$ cat src/rtl/go_display_ctrl_pkg.sv
// Shared constants, FSM state type and the double-dabble step helper for the
// Go Board display controller.
package go_display_pkg;

    localparam logic [15:0] VALUE_OFS = 16'd0;
    localparam logic [15:0] CTRL_OFS  = 16'd1;

    localparam int unsigned CTRL_DEC   = 32'd0;
    localparam int unsigned CTRL_BLANK = 32'd1;
    localparam int unsigned CTRL_BLINK = 32'd2;

    localparam int unsigned DD_ITERS = 32'd8;

    typedef enum logic [1:0] {
        IDLE   = 2'd0,
        SHIFT  = 2'd1,
        COMMIT = 2'd2
    } ddState_e;

    // One double-dabble iteration on {hundreds, tens, units, binary}: adjust each
    // BCD nibble that is 5 or more, then shift the whole scratch left by one.
    function automatic logic [19:0] ddStep(input logic [19:0] scratch);
        logic [19:0] adj;
        adj = scratch;
        for (int n = 0; n < 3; n++) begin
            if (adj[8 + 4*n +: 4] >= 4'd5) begin
                adj[8 + 4*n +: 4] = adj[8 + 4*n +: 4] + 4'd3;
            end else begin
                adj[8 + 4*n +: 4] = adj[8 + 4*n +: 4];
            end
        end
        return {adj[18:0], 1'b0};
    endfunction

endpackage

$ cat src/rtl/go_display_ctrl_if.sv
// Write-only cpu16 bus slice seen by the display controller.
interface go_display_bus_if;
    logic        wr_en;
    logic [15:0] addr;
    logic [15:0] wr_data;

    modport master (output wr_en, output addr, output wr_data);
    modport slave  (input wr_en, input addr, input wr_data);
endinterface

$ cat src/rtl/go_display_ctrl_bin2bcd_seq.sv
// 8-bit sequential double-dabble: start loads, DD_ITERS shift cycles, one
// COMMIT cycle with done high while bcd holds the final three digits.
module bin2bcd_seq
    import go_display_pkg::*;
(
    input  logic        clk,
    input  logic        rst_n,
    input  logic        start,
    input  logic        abort,
    input  logic [7:0]  bin,
    output logic        busy,
    output logic        done,
    output logic [11:0] bcd
);

    localparam logic [2:0] LAST_ITER = 3'(DD_ITERS - 1);

    ddState_e    stateR;
    logic [19:0] scratchR;
    logic [2:0]  iterR;

    assign bcd = scratchR[19:8];

    // Conversion FSM; start wins over abort so a restart never commits stale data.
    always_ff @(posedge clk) begin
        if (!rst_n) begin
            stateR   <= IDLE;
            scratchR <= 20'd0;
            iterR    <= 3'd0;
            busy     <= 1'b0;
            done     <= 1'b0;
        end else if (start) begin
            stateR   <= SHIFT;
            scratchR <= {12'd0, bin};
            iterR    <= 3'd0;
            busy     <= 1'b1;
            done     <= 1'b0;
        end else if (abort) begin
            stateR <= IDLE;
            busy   <= 1'b0;
            done   <= 1'b0;
        end else begin
            case (stateR)
                IDLE: begin
                    busy <= 1'b0;
                    done <= 1'b0;
                end
                SHIFT: begin
                    scratchR <= ddStep(scratchR);
                    iterR    <= iterR + 3'd1;
                    if (iterR == LAST_ITER) begin
                        stateR <= COMMIT;
                        done   <= 1'b1;
                    end else begin
                        done <= 1'b0;
                    end
                end
                COMMIT: begin
                    stateR <= IDLE;
                    busy   <= 1'b0;
                    done   <= 1'b0;
                end
                default: begin
                    stateR <= IDLE;
                    busy   <= 1'b0;
                    done   <= 1'b0;
                end
            endcase
        end
    end

endmodule

$ cat src/rtl/go_display_ctrl.sv
// Display register for the two seven-segment digits: VALUE/CTRL decode, hex or
// decimal digit muxing. Optional blinking is built when GO_DISPLAY_BLINK_EN is defined.
module go_display_ctrl
    import go_display_pkg::*;
#(
    parameter logic [15:0] BASE_ADDR = 16'hFF00,
    parameter int unsigned BLINK_DIV = 32'd12500000
) (
    input  logic             clk,
    input  logic             rst_n,
    go_display_bus_if.slave  bus,
    output logic [3:0]       digit_hi,
    output logic [3:0]       digit_lo,
    output logic             blank,
    output logic             busy,
    output logic             ovf
);

    logic [7:0]  valueR;
    logic [2:0]  ctrlR;
    logic        valueWrS;
    logic        ctrlWrS;
    logic [7:0]  nextValueS;
    logic [2:0]  nextCtrlS;
    logic        startS;
    logic        abortS;
    logic        commitS;
    logic        convDoneS;
    logic [11:0] bcdS;
    logic        blinkMaskS;

    // Write decode and conversion triggers (VALUE write in decimal mode, or DEC rising).
    always_comb begin
        valueWrS   = bus.wr_en && (bus.addr == (BASE_ADDR + VALUE_OFS));
        ctrlWrS    = bus.wr_en && (bus.addr == (BASE_ADDR + CTRL_OFS));
        nextValueS = valueWrS ? bus.wr_data[7:0] : valueR;
        nextCtrlS  = ctrlWrS ? bus.wr_data[2:0] : ctrlR;
        startS     = nextCtrlS[CTRL_DEC] && (valueWrS || (ctrlWrS && !ctrlR[CTRL_DEC]));
        abortS     = ctrlWrS && ctrlR[CTRL_DEC] && !nextCtrlS[CTRL_DEC];
        commitS    = ctrlR[CTRL_DEC] && convDoneS && !startS && !abortS;
    end

    bin2bcd_seq u_bin2bcd (
        .clk   (clk),
        .rst_n (rst_n),
        .start (startS),
        .abort (abortS),
        .bin   (nextValueS),
        .busy  (busy),
        .done  (convDoneS),
        .bcd   (bcdS)
    );

    // Registers and output muxing; decimal digits only change on a clean commit.
    always_ff @(posedge clk) begin
        if (!rst_n) begin
            valueR   <= 8'd0;
            ctrlR    <= 3'd0;
            digit_hi <= 4'd0;
            digit_lo <= 4'd0;
            blank    <= 1'b0;
            ovf      <= 1'b0;
        end else begin
            valueR <= nextValueS;
            ctrlR  <= nextCtrlS;
            blank  <= ctrlR[CTRL_BLANK] | blinkMaskS;
            if (!ctrlR[CTRL_DEC]) begin
                digit_hi <= valueR[7:4];
                digit_lo <= valueR[3:0];
                ovf      <= 1'b0;
            end else if (commitS) begin
                digit_hi <= bcdS[7:4];
                digit_lo <= bcdS[3:0];
                ovf      <= (bcdS[11:8] != 4'd0);
            end
        end
    end

`ifdef GO_DISPLAY_BLINK_EN
    localparam int unsigned CNT_W = (BLINK_DIV > 32'd1) ? $clog2(BLINK_DIV) : 32'd1;

    logic [CNT_W-1:0] blinkCntR;
    logic             blinkPhaseR;
    logic             unusedBits;

    assign blinkMaskS = ctrlR[CTRL_BLINK] & blinkPhaseR;
    assign unusedBits = ^bus.wr_data[15:8];

    // Half-period counter; a CTRL write restarts it so blinking begins visible.
    always_ff @(posedge clk) begin
        if (!rst_n || ctrlWrS) begin
            blinkCntR   <= '0;
            blinkPhaseR <= 1'b0;
        end else if (blinkCntR == CNT_W'(BLINK_DIV - 32'd1)) begin
            blinkCntR   <= '0;
            blinkPhaseR <= ~blinkPhaseR;
        end else begin
            blinkCntR <= blinkCntR + {{(CNT_W-1){1'b0}}, 1'b1};
        end
    end
`else
    logic unusedBits;

    assign blinkMaskS = 1'b0;
    assign unusedBits = ^{bus.wr_data[15:8], ctrlR[CTRL_BLINK], BLINK_DIV[0]};
`endif

endmodule

$ cat src/flat_wrapper.sv
// flat-port wrapper written by rule: the top's interface ports become plain ports
module go_display_ctrl_flat import go_display_pkg::*;
#(
    parameter logic [15:0] BASE_ADDR = 16'hFF00,
    parameter int unsigned BLINK_DIV = 32'd12500000
)
  (clk, rst_n, digit_hi, digit_lo, blank, busy, ovf, bus_wr_en, bus_addr, bus_wr_data);
  go_display_bus_if bus_i ();
  input  logic clk;
  input  logic rst_n;
  output logic [3:0] digit_hi;
  output logic [3:0] digit_lo;
  output logic blank;
  output logic busy;
  output logic ovf;
  input wire logic [$bits(bus_i.wr_en)-1:0] bus_wr_en;
  input wire logic [$bits(bus_i.addr)-1:0] bus_addr;
  input wire logic [$bits(bus_i.wr_data)-1:0] bus_wr_data;
  assign bus_i.wr_en = bus_wr_en;
  assign bus_i.addr = bus_addr;
  assign bus_i.wr_data = bus_wr_data;
  go_display_ctrl #(.BASE_ADDR(BASE_ADDR), .BLINK_DIV(BLINK_DIV)) u_core (.clk(clk), .rst_n(rst_n), .bus(bus_i), .digit_hi(digit_hi), .digit_lo(digit_lo), .blank(blank), .busy(busy), .ovf(ovf));
endmodule
$ cat config.mk
export PLATFORM = sky130hd
export DESIGN_NAME = go_display_ctrl_flat
export DESIGN_NICKNAME = d
export VERILOG_FILES = /design/src/rtl/go_display_ctrl_pkg.sv /design/src/rtl/go_display_ctrl_if.sv /design/src/rtl/go_display_ctrl_bin2bcd_seq.sv /design/src/rtl/go_display_ctrl.sv /design/src/flat_wrapper.sv
export SDC_FILE = /design/constraint.sdc
export NUM_CORES = 1
export LEC_CHECK = 0
export CAP_MARGIN = 15
export CORE_MARGIN = 2
export CORE_UTILIZATION = 50
export DETAILED_ROUTE_END_ITERATION = 6
export PLACE_DENSITY = 0.79
export SLEW_MARGIN = 20
export SYNTH_ARGS = -nofsm -noshare
export SYNTH_HDL_FRONTEND = slang
export SYNTH_SLANG_ARGS = --single-unit
$ cat constraint.sdc
create_clock -name clk -period 2.67 [get_ports clk]
set_input_delay 0.534 -clock clk [delete_from_list [all_inputs] [get_ports clk]]
set_output_delay 0.534 -clock clk [all_outputs]
set_load 0.005 [all_outputs]
==> results.toml, run 1 <==
[placed_design]
port_buffers = 37
post-dp-hpwl_um = 3330
dpl.cell_count = 314
placedInstanceArea_sq_um = 2610
place.gp.congestion = 0.744

[worst_setup_path]
crit_family = "simple AND/OR/NAND/NOR gates"
path_class = "primary input to flop"
r2r_setup_slack_ps = 1170
slowest_stage = "or4_4"
cpPeakStageDelay_ps = 630
cp-start-kind = "primary input"
endpoint_kind = "flop"
path_buf_inv = 2
cp_data_required_time_ps = 2860
crit_fanout = 6
crit_arrival_ps = 2770
cp_cell_sequence = "clkdlybuf4s50_1 > or4b_1 > or4_4 > o21ai_4 > buf_12 > mux2i_1 > o22ai_1"

[global_route]
grt_util_all_layers_pct = 19.3
antenna_found_initial = 0
grt_pass1_wl_um = 7440
grt_max_degree = 22
grt_pass1_vias = 1627
overflow = 0

[die]
coreArea_sq_um = 4060
start_util_pct = 52.4
rows = 23
die_w_um = 69.2
die_h_um = 69.2
io_pins = 46
dieArea_sq_um = 4790

[power]
vdd_drop_max_v = 0.000467
p_sw_share_pct = 20.7
pwr-share-seq_pct = 54.4
p_sw_w = 0.000266
intPower_w = 0.00102
leakagePower_nw = 1.03
combPwrFrac_pct = 4.9
p_clk_share_pct = 40.7
pwr_density_cell_nw_per_um2 = 473

[final_layout]
stdcell_count = 322
n_fill_cell = 335
final_area_sq_um = 2720
drive_above_1_share_pct = 8.82
diodes = 0
syn2layout_area_growth_pct = 28.0
layout.nets = 315

[clock_tree]
cts_setup_buffers = 0
hold_buffers = 0
cts_root_buf = "clkbuf_8"
cts_buffer_depth = 2
htreeDepth = 2
cts_tree = "yes"
clock_latency_ps = 310
clk_pin_slew_ps = 90
numCtsBuffers = 5
cts.sinks = 47
cts_resized = 0

[routing]
ant_nets = 0
vias = 1742
highest_layer = "met4"
avgViaCountPerCell = 5.41
routedWlPerCell_um = 13.8
drt_iter0_drc = 88
routed-wl-met3_um = 116
drt-total-wl_um = 4460
drc = 0
drt-met1-wl_um = 2170
wl_met2_um = 2130
drt_pre_antenna_iters = 4

[timing]
min_period_ps = 2580
hold_ws_ps = 464
hold_viol_final = 0
max_slew.worst_pin.slew_ps = 448
maxSlewHeadroom_pct = 70.1
rsz0062_at_grt = "no"
post-route-period-util_pct = 96.6
finClkSkew_ps = 8.46
maxSlewViolCount = 0
setup_viol = 0
fmax_ghz = 0.388

[yosys]
synthDistinctLibCells = 35
ys.warnings.count = 0
synthAdderAreaFrac_pct = 5.30
synthSimpleGateAreaFrac_pct = 14.9
synth_top_family_by_area = "compound AO/OA/AOI/OAI gates"
syn_nets = 271
synth_mux_area_share_pct = 12.2
ys_seq_area_share_pct = 44.3
synth_xor_area_share_pct = 1.65
ys_ff_latch = 47
synth_compound_gate_area_share_pct = 16.8
postSynthAreaPerCell_sq_um = 9.36
synth_area_sq_um = 2120
netlist_instances = 227

[worst_hold_path]
hp-class = "flop to flop"

[run]
drv_cap = 0

[run_status]
status = "complete, no violations"
## cell usage after synthesis
cell	number	area (sq um)
o211ai_1	3	22.5
nand3b_1	1	7.51
o22ai_1	8	50.1
and2_1	1	6.26
buf_2	3	15.0
nor4_1	1	6.26
nand4_1	2	12.5
nor2_1	17	63.8
a211oi_1	1	7.51
o2111a_1	1	11.3
buf_4	1	7.51
a21o_1	3	22.5
nor2b_1	1	6.26
nor3_1	2	10.0
a211oi_2	2	25.0
xnor2_1	4	35.0
o21ai_4	1	16.3
or4b_1	1	10.0
o21ai_0	14	70.1
a21oi_1	22	110
inv_1	8	30.0
mux2i_1	26	260
dfxtp_1	47	941
nor3b_1	2	15.0
clkbuf_1	4	15.0
or4_1	1	7.51
nand2_1	24	90.1
nand3_1	5	25.0
nor2_8	1	20.0
o21a_1	1	7.51
or4_4	1	11.3
buf_6	3	33.8
ha_1	9	113
a21boi_0	2	15.0
nand2b_1	4	25.0
## kinds of logic (layout without fill, tap and decap cells)
| logic type | after synthesis | count (layout) |
|---|---|---|
| compound gates | 58 | 58 |
| xor+xnor | 4 | 4 |
| fa+ha+maj | 9 | 9 |
| buf+inv | 19 | 64 |
| flops | 47 | 47 |
| mux | 26 | 26 |
| simple gates | 64 | 64 |
## layout by cell type (no fill, tap or decap), types with 2 or more instances in the layout
master           netlist  final
a211oi_2               2      2
a21o_1                 3      3
a21oi_1               22     22
buf_12                 0      3
buf_4                  1      8
clkbuf_8               0      5
clkdlybuf4s50_1        0     37
dfxtp_1               47     47
ha_1                   9      9
inv_1                  8      8
mux2i_1               26     26
nand2_1               24     24
nand2b_1               4      4
nand3_1                5      5
nand4_1                2      2
nor2_1                17     17
nor3_1                 2      2
nor3b_1                2      2
o211ai_1               3      3
o21ai_0               14     14
o22ai_1                8      8
xnor2_1                4      4
## area by class of cell
class | count | area [sq um] | share of cell area [%]
multi-input combinational | 161 | 1080 | 39.8
sequential | 47 | 941 | 34.6
timing repair buffer | 48 | 490 | 18.0
clock buffer | 5 | 68.8 | 2.53
tap | 50 | 62.6 | 2.30
clock inverter | 3 | 43.8 | 1.61
inverter | 8 | 30.0 | 1.10
## through the flow
| stage | setup slack [ps] | power [W] | utilization, % | setup TNS [ps] |
|---|---|---|---|---|
| after floorplan | 234 | 0.000730 | - | 0 |
| after global placement | -185 | 0.000779 | 64.2 | -3970 |
| after detailed placement | -236 | 0.000780 | 64.2 | -4430 |
| after CTS | 89.9 | 0.00129 | 67.0 | 0 |
| after global routing | 11.0 | 0.00133 | 67.0 | 0 |
| final | 90.5 | 0.00129 | 67.0 | 0 |
## worst paths after layout
path / end / start / cells after the start
hold reg to reg: u_core.u_bin2bcd.iterR[2] / u_core.u_bin2bcd.iterR[2] / 2
hold / removal: u_core.u_bin2bcd.iterR[2] / u_core.u_bin2bcd.iterR[2] / 2
setup / recovery: u_core.u_bin2bcd.scratchR[3] / bus_addr[1] / 7
setup reg to reg: u_core.u_bin2bcd.scratchR[1] / u_core.ctrlR[0] / 6
## state kept, by name, summed over array words and instances (netlist names)
name,flops
u_core.u_bin2bcd.done,1
u_core.u_bin2bcd.iterR,3
u_core.blank,1
u_core.digit_lo,4
u_core.u_bin2bcd.busy,1
u_core.ctrlR,2
u_core.ovf,1
u_core.u_bin2bcd.scratchR,20
u_core.u_bin2bcd.stateR,2
u_core.digit_hi,4
u_core.valueR,8
## power groups by stage
stage / clock network [W] / logic, W / registers [W]
after floorplan: 0 / 0.0000135 / 0.000717
after detailed placement: 0 / 0.0000630 / 0.000717
after global routing: 0.000561 / 0.0000672 / 0.000700
final: 0.000523 / 0.0000625 / 0.000700
after CTS: 0.000529 / 0.0000629 / 0.000700
after global placement: 0 / 0.0000621 / 0.000717
## metal layers
layer,track usage (%),up-vias
met5,0,-
met1,24.3,833
met3,5.38,7
met2,32.4,16
li1,-,886
met4,5.66,0
## worst register-to-register path, delay by kind of cell (launching register included)
| family | cells | cell delay, ps |
|---|---|---|
| flops | 1 | 320 |
| compound gates | 1 | 70 |
| simple gates | 2 | 340 |
| mux | 1 | 250 |
| buf+inv | 2 | 400 |
Power figures use the tool's default switching activity.
==> run 2, diff against run 1 <==
- CORE_ASPECT_RATIO: unset -> 2
- SETUP_SLACK_MARGIN: unset -> 0.4
==> run 2 against run 1 <==
Net effect:
- wire length grew 1.5%
- die area rose by 0.65%
- sequential power about the same
- clock power shrank 1%
- setup slack gained 340 ps
- fmax is 15% higher
- register-to-register slack worse by 70 ps
- non-clock buffer count grew 1
- clock skew rose by 8.0 ps
- global-route usage grew 1.6 points
==> results.toml, run 2 (synthesized netlist as in run 1, its figures left out) <==
[timing]
setup_viol = 0
post-route-period-util_pct = 83.9
rsz0062_at_grt = "yes"
fmax_ghz = 0.446
hold_viol_final = 0
finClkSkew_ps = 16.4
hold_ws_ps = 465
maxSlewViolCount = 0
max_slew.worst_pin.slew_ps = 476
setup_ws_ps = 430
min_period_ps = 2240
maxSlewHeadroom_pct = 68.2

[global_route]
met3_usage_pct = 4.35
antenna_found_initial = 0
top_usage_layer = "met2"
grt_util_all_layers_pct = 20.9
overflow = 0
use_met1_pct = 20.8
grt_max_degree = 26
met2_usage_pct = 40.4
grt_pass1_wl_um = 7720
grt_pass1_vias = 1781

[placed_design]
post-dp-hpwl_um = 3360
place.gp.congestion = 0.819
port_buffers = 37
dp_slack_ps = -205

[clock_tree]
cts_buffer_depth = 2
htreeDepth = 2
clock_latency_ps = 300
cts_tree = "yes"
numCtsBuffers = 5
clk_pin_slew_ps = 90
cts_root_buf = "clkbuf_8"
cts.sinks = 47

[die]
die_h_um = 96.2
dieArea_sq_um = 4820
coreArea_sq_um = 4090
start_util_pct = 52.0
rows = 33
io_pins = 46
die_w_um = 50.1

[worst_setup_path]
path_class = "primary input to flop"
r2r_start = "u_core.ctrlR[0]"
r2r_setup_slack_ps = 1100
cp_data_required_time_ps = 2840
crit_fanout = 5
reg2reg_depth = 6
cp-start-kind = "primary input"
crit_arrival_ps = 2410
r2r-end = "u_core.u_bin2bcd.scratchR[5]"
endpoint_kind = "flop"

[final_layout]
final_common_cell = "dfxtp_1"
syn2layout_area_growth_pct = 28.9
mostFrequentLayoutCells = "dfxtp_1, clkdlybuf4s50_1, nand2_1, mux2i_1, a21oi_1"
layout.nets = 316
drive_above_1_share_pct = 13.6
diodes = 0
largest_reg_flops = 20
post-route-util_pct = 67.0
regMostFlops = "u_core.u_bin2bcd.scratchR"
top_regs = "u_core.u_bin2bcd.scratchR: 20 flops, u_core.valueR: 8 flops"

[routing]
drt_iter0_drc = 38
drc = 0
drt-total-wl_um = 4530
avgViaCountPerCell = 5.38
ant_nets = 0
vias = 1749
drt_pre_antenna_iters = 4
routedWlPerCell_um = 13.9

[worst_hold_path]
holdCritStartpoint = "u_core.u_bin2bcd.iterR[1]"
hold_depth = 2
hold_end = "u_core.u_bin2bcd.iterR[1]"
hp-class = "flop to flop"

[power]
leakagePower_nw = 1.04
pwr_density_cell_nw_per_um2 = 466
vdd_drop_max_v = 0.000605

[run]
drv_cap = 0

[run_status]
status = "complete, no violations"
## run 2: cell count changes in the layout (fill, tap and decap cells not counted), sizes merged
cell and change:
buf +5, clkbuf +2, clkdlybuf4s15 +2, clkdlybuf4s50 -8
## run 2: critical path, cell delays in order
cell and delay (ps):
buf_2 100, or4_4 500, or4_4 620, o21ai_4 220, buf_6 160, mux2i_1 190
o22ai_1 90
## run 2: power by group
group | total (W) | leakage (nW) | internal, W | switching (W)
Combinational | 0.0000584 | 0.601 | 0.0000355 | 0.0000229
Clock | 0.000516 | 0.0581 | 0.000279 | 0.000237
Sequential | 0.000700 | 0.378 | 0.000700 | 0.00000000168
## run 2: area by class of cell
type / count / area (sq um)
timing repair buffer: 49 / 479
tap: 52 / 65.1
multi-input combinational: 161 / 1110
fill: 314 / 1350
clock buffer: 5 / 68.8
clock inverter: 3 / 43.8
inverter: 8 / 30.0
sequential: 47 / 941
## run 2: what timing repair did
| action | CTS | global route |
|---|---|---|
| resized for setup | 24 | 4 |
| pin swaps | 5 | 5 |
| hold buffers | 0 | 0 |
| cloned | 1 | 0 |
| buffers inserted | 0 | 2 |
| setup endpoints to repair | 35 | 12 |
## run 2: metrics by stage
stage / cells / total power (W) / TNS (ps) / instance area [sq um]
after global routing: 325 / 0.00133 / 0 / 2740
after floorplan: 227 / 0.000731 / 0 / 2140
after CTS: 323 / 0.00129 / 0 / 2730
final: 325 / 0.00127 / 0 / 2740
after global placement: 314 / 0.000778 / -3310 / 2610
after detailed placement: 314 / 0.000778 / -3710 / 2610
## run 2: worst max path at each step
stage                      startpoint                      endpoint  slack (ps)
after floorplan           bus_addr[2]  u_core.u_bin2bcd.scratchR[3]         290
after global placement    bus_addr[2]  u_core.u_bin2bcd.scratchR[4]        -180
after detailed placement  bus_addr[2]  u_core.u_bin2bcd.scratchR[6]        -210
after CTS                 bus_addr[6]  u_core.u_bin2bcd.scratchR[1]         390
after global routing      bus_addr[5]  u_core.u_bin2bcd.scratchR[5]         350
final                     bus_addr[7]  u_core.u_bin2bcd.scratchR[5]         430
## run 2: layer usage
| metal | vias to the layer above | share of wire [%] | routed length, um |
|---|---|---|---|
| met5 | - | 0 | 0 |
| met4 | 0 | 2.3 | 106 |
| met3 | 8 | 1.8 | 80 |
| met2 | 18 | 58 | 2640 |
| met1 | 831 | 38 | 1700 |
| li1 | 892 | - | - |
==> run 3, diff against run 2 <==
- clock period: 2.67 -> 2.18 ns (I/O delays scaled with it)
==> run 3 against run 2 <==
Net effect:
- design area grew 2.7%
- largest power group unchanged
- clock skew fell by 7.2 ps
- global-route usage is 0.051 points lower
- critical path depth stayed put
- largest cell class unchanged
- worst hold slack got worse by 9.3 ps
- combinational power rose by 35%
- power is 21% higher
- wire length rose by 5.0%
==> results.toml, run 3 (synthesized netlist as in run 1, its figures left out) <==
[final_layout]
drive_above_1_share_pct = 17.0
n_fill_cell = 329
syn2layout_area_growth_pct = 32.3
final_common_cell = "dfxtp_1"
stdcell_count = 328
diodes = 0
regMostFlops = "u_core.u_bin2bcd.scratchR"
mostFrequentLayoutCells = "dfxtp_1, clkdlybuf4s50_1, nand2_1, mux2i_1, a21oi_1"
multi_input_area_sq_um = 1130
largest_reg_flops = 20
top_regs = "u_core.u_bin2bcd.scratchR: 20 flops, u_core.valueR: 8 flops"
seqCellArea_sq_um = 941
layout.nets = 320

[timing]
max_slew.worst_pin.slew_ps = 417
hold_ws_ps = 455
fmax_ghz = 0.469
rsz0062_at_grt = "yes"
maxSlewHeadroom_pct = 72.2
finClkSkew_ps = 9.20
setup_ws_ps = 47.9
min_period_ps = 2130
maxSlewViolCount = 0
post-route-period-util_pct = 97.8
hold_viol_final = 0
setup_viol = 0

[worst_setup_path]
endpoint_kind = "flop"
path_class = "primary input to flop"
cp_cell_sequence = "buf_6 > or4_4 > or4_4 > o21a_2 > buf_12 > mux2i_1 > o22ai_1"
cp_common_cell = "or4_4"
cp-start-kind = "primary input"
crit_arrival_ps = 2330
cp_data_required_time_ps = 2370
slowest_stage = "or4_4"
cpPeakStageDelay_ps = 620
crit_fanout = 9

[clock_tree]
cts.sinks = 47
htreeDepth = 2
numCtsBuffers = 5
clk_pin_slew_ps = 80
cts_root_buf = "clkbuf_8"
cts_buffer_depth = 2
hold_buffers = 0
cts_tree = "yes"
clock_latency_ps = 300

[power]
pwr_density_cell_nw_per_um2 = 551
vdd_drop_max_v = 0.000639
power.total_w = 0.00155
leakagePower_nw = 1.07

[global_route]
grt_pass1_wl_um = 7780
grt_pass1_vias = 1740
overflow = 0
antenna_found_initial = 0
grt_util_all_layers_pct = 20.9
grt_max_degree = 19

[placed_design]
place.gp.congestion = 0.838
dpl.cell_count = 319
post-dp-hpwl_um = 3510
dp_slack_ps = -563
port_buffers = 37

[routing]
drc = 0
avgViaCountPerCell = 5.42
drt_iter0_drc = 23
routedWlPerCell_um = 14.5
drt_pre_antenna_iters = 4
vias = 1777
ant_nets = 0
drt-total-wl_um = 4760

[die]
die_w_um = 50.1
start_util_pct = 52.0
coreArea_sq_um = 4090
rows = 33
dieArea_sq_um = 4820
io_pins = 46
die_h_um = 96.2

[run_status]
status = "complete, no violations"

[run]
drv_cap = 0

[worst_hold_path]
hp-class = "flop to flop"
==> run 3: report_power, final <==
part	total, W	switching, W	internal [W]
sequential	0.000858	0.00000000216	0.000858
combinational	0.0000786	0.0000299	0.0000487
clock	0.000613	0.000277	0.000336
total	0.00155	0.000307	0.00124
==> run 3: layout make-up <==
| cell class | count | area share [%] |
|---|---|---|
| Clock buffer | 6 | 2.58 |
| Inverter | 8 | 1.07 |
| Sequential cell | 47 | 33.5 |
| Multi-Input combinational cell | 161 | 40.3 |
| Clock inverter | 1 | 1.07 |
| Timing Repair Buffer | 53 | 19.2 |
| Tap cell | 52 | 2.32 |
==> run 3: path summary, 6_finish.rpt <==
check | startpoint | to | slack, ps | depth (start not counted)
setup / recovery | bus_addr[7] | u_core.u_bin2bcd.scratchR[7] | 50 | 7
hold / removal | u_core.ctrlR[1] | u_core.blank | 460 | 1
setup reg to reg | u_core.u_bin2bcd.scratchR[13] | u_core.u_bin2bcd.scratchR[14] | 650 | 6
hold reg to reg | u_core.ctrlR[1] | u_core.blank | 460 | 1
==> run 3: layer usage <==
metal / GRT usage [%] / vias to the layer above / part of all wire [%]
li1: - / 901 / -
met1: 22.1 / 855 / 39
met2: 40.5 / 16 / 58
met3: 3.26 / 5 / 1.6
met4: 7.18 / 0 / 1.3
met5: 0 / - / 0
==> run 3: through the flow <==
step           setup TNS [ps]  area [sq um]  utilization (%)
6_report                    0          2810             68.7
5_1_grt                     0          2810             68.7
4_1_cts                     0          2770             67.9
3_5_place_dp           -20230          2660             65.1
3_3_place_gp           -19330          2660             65.1
2_1_floorplan           -1220          2140                -
==> run 3: what timing repair did <==
action / 4_1_cts / 5_1_grt
setup buffers: 1 / 0
pin swaps: 11 / 9
cloned: 0 / 1
endpoints found under the setup margin: 46 / 44
resized for setup: 30 / 6
==> run 3: worst max-delay path, delay by kind of cell <==
kind                   cells  cell delay [ps]
AOI/OAI and AO/OA          2              360
and+or+nand+nor            2             1140
buffers and inverters      2              240
muxes                      1              140
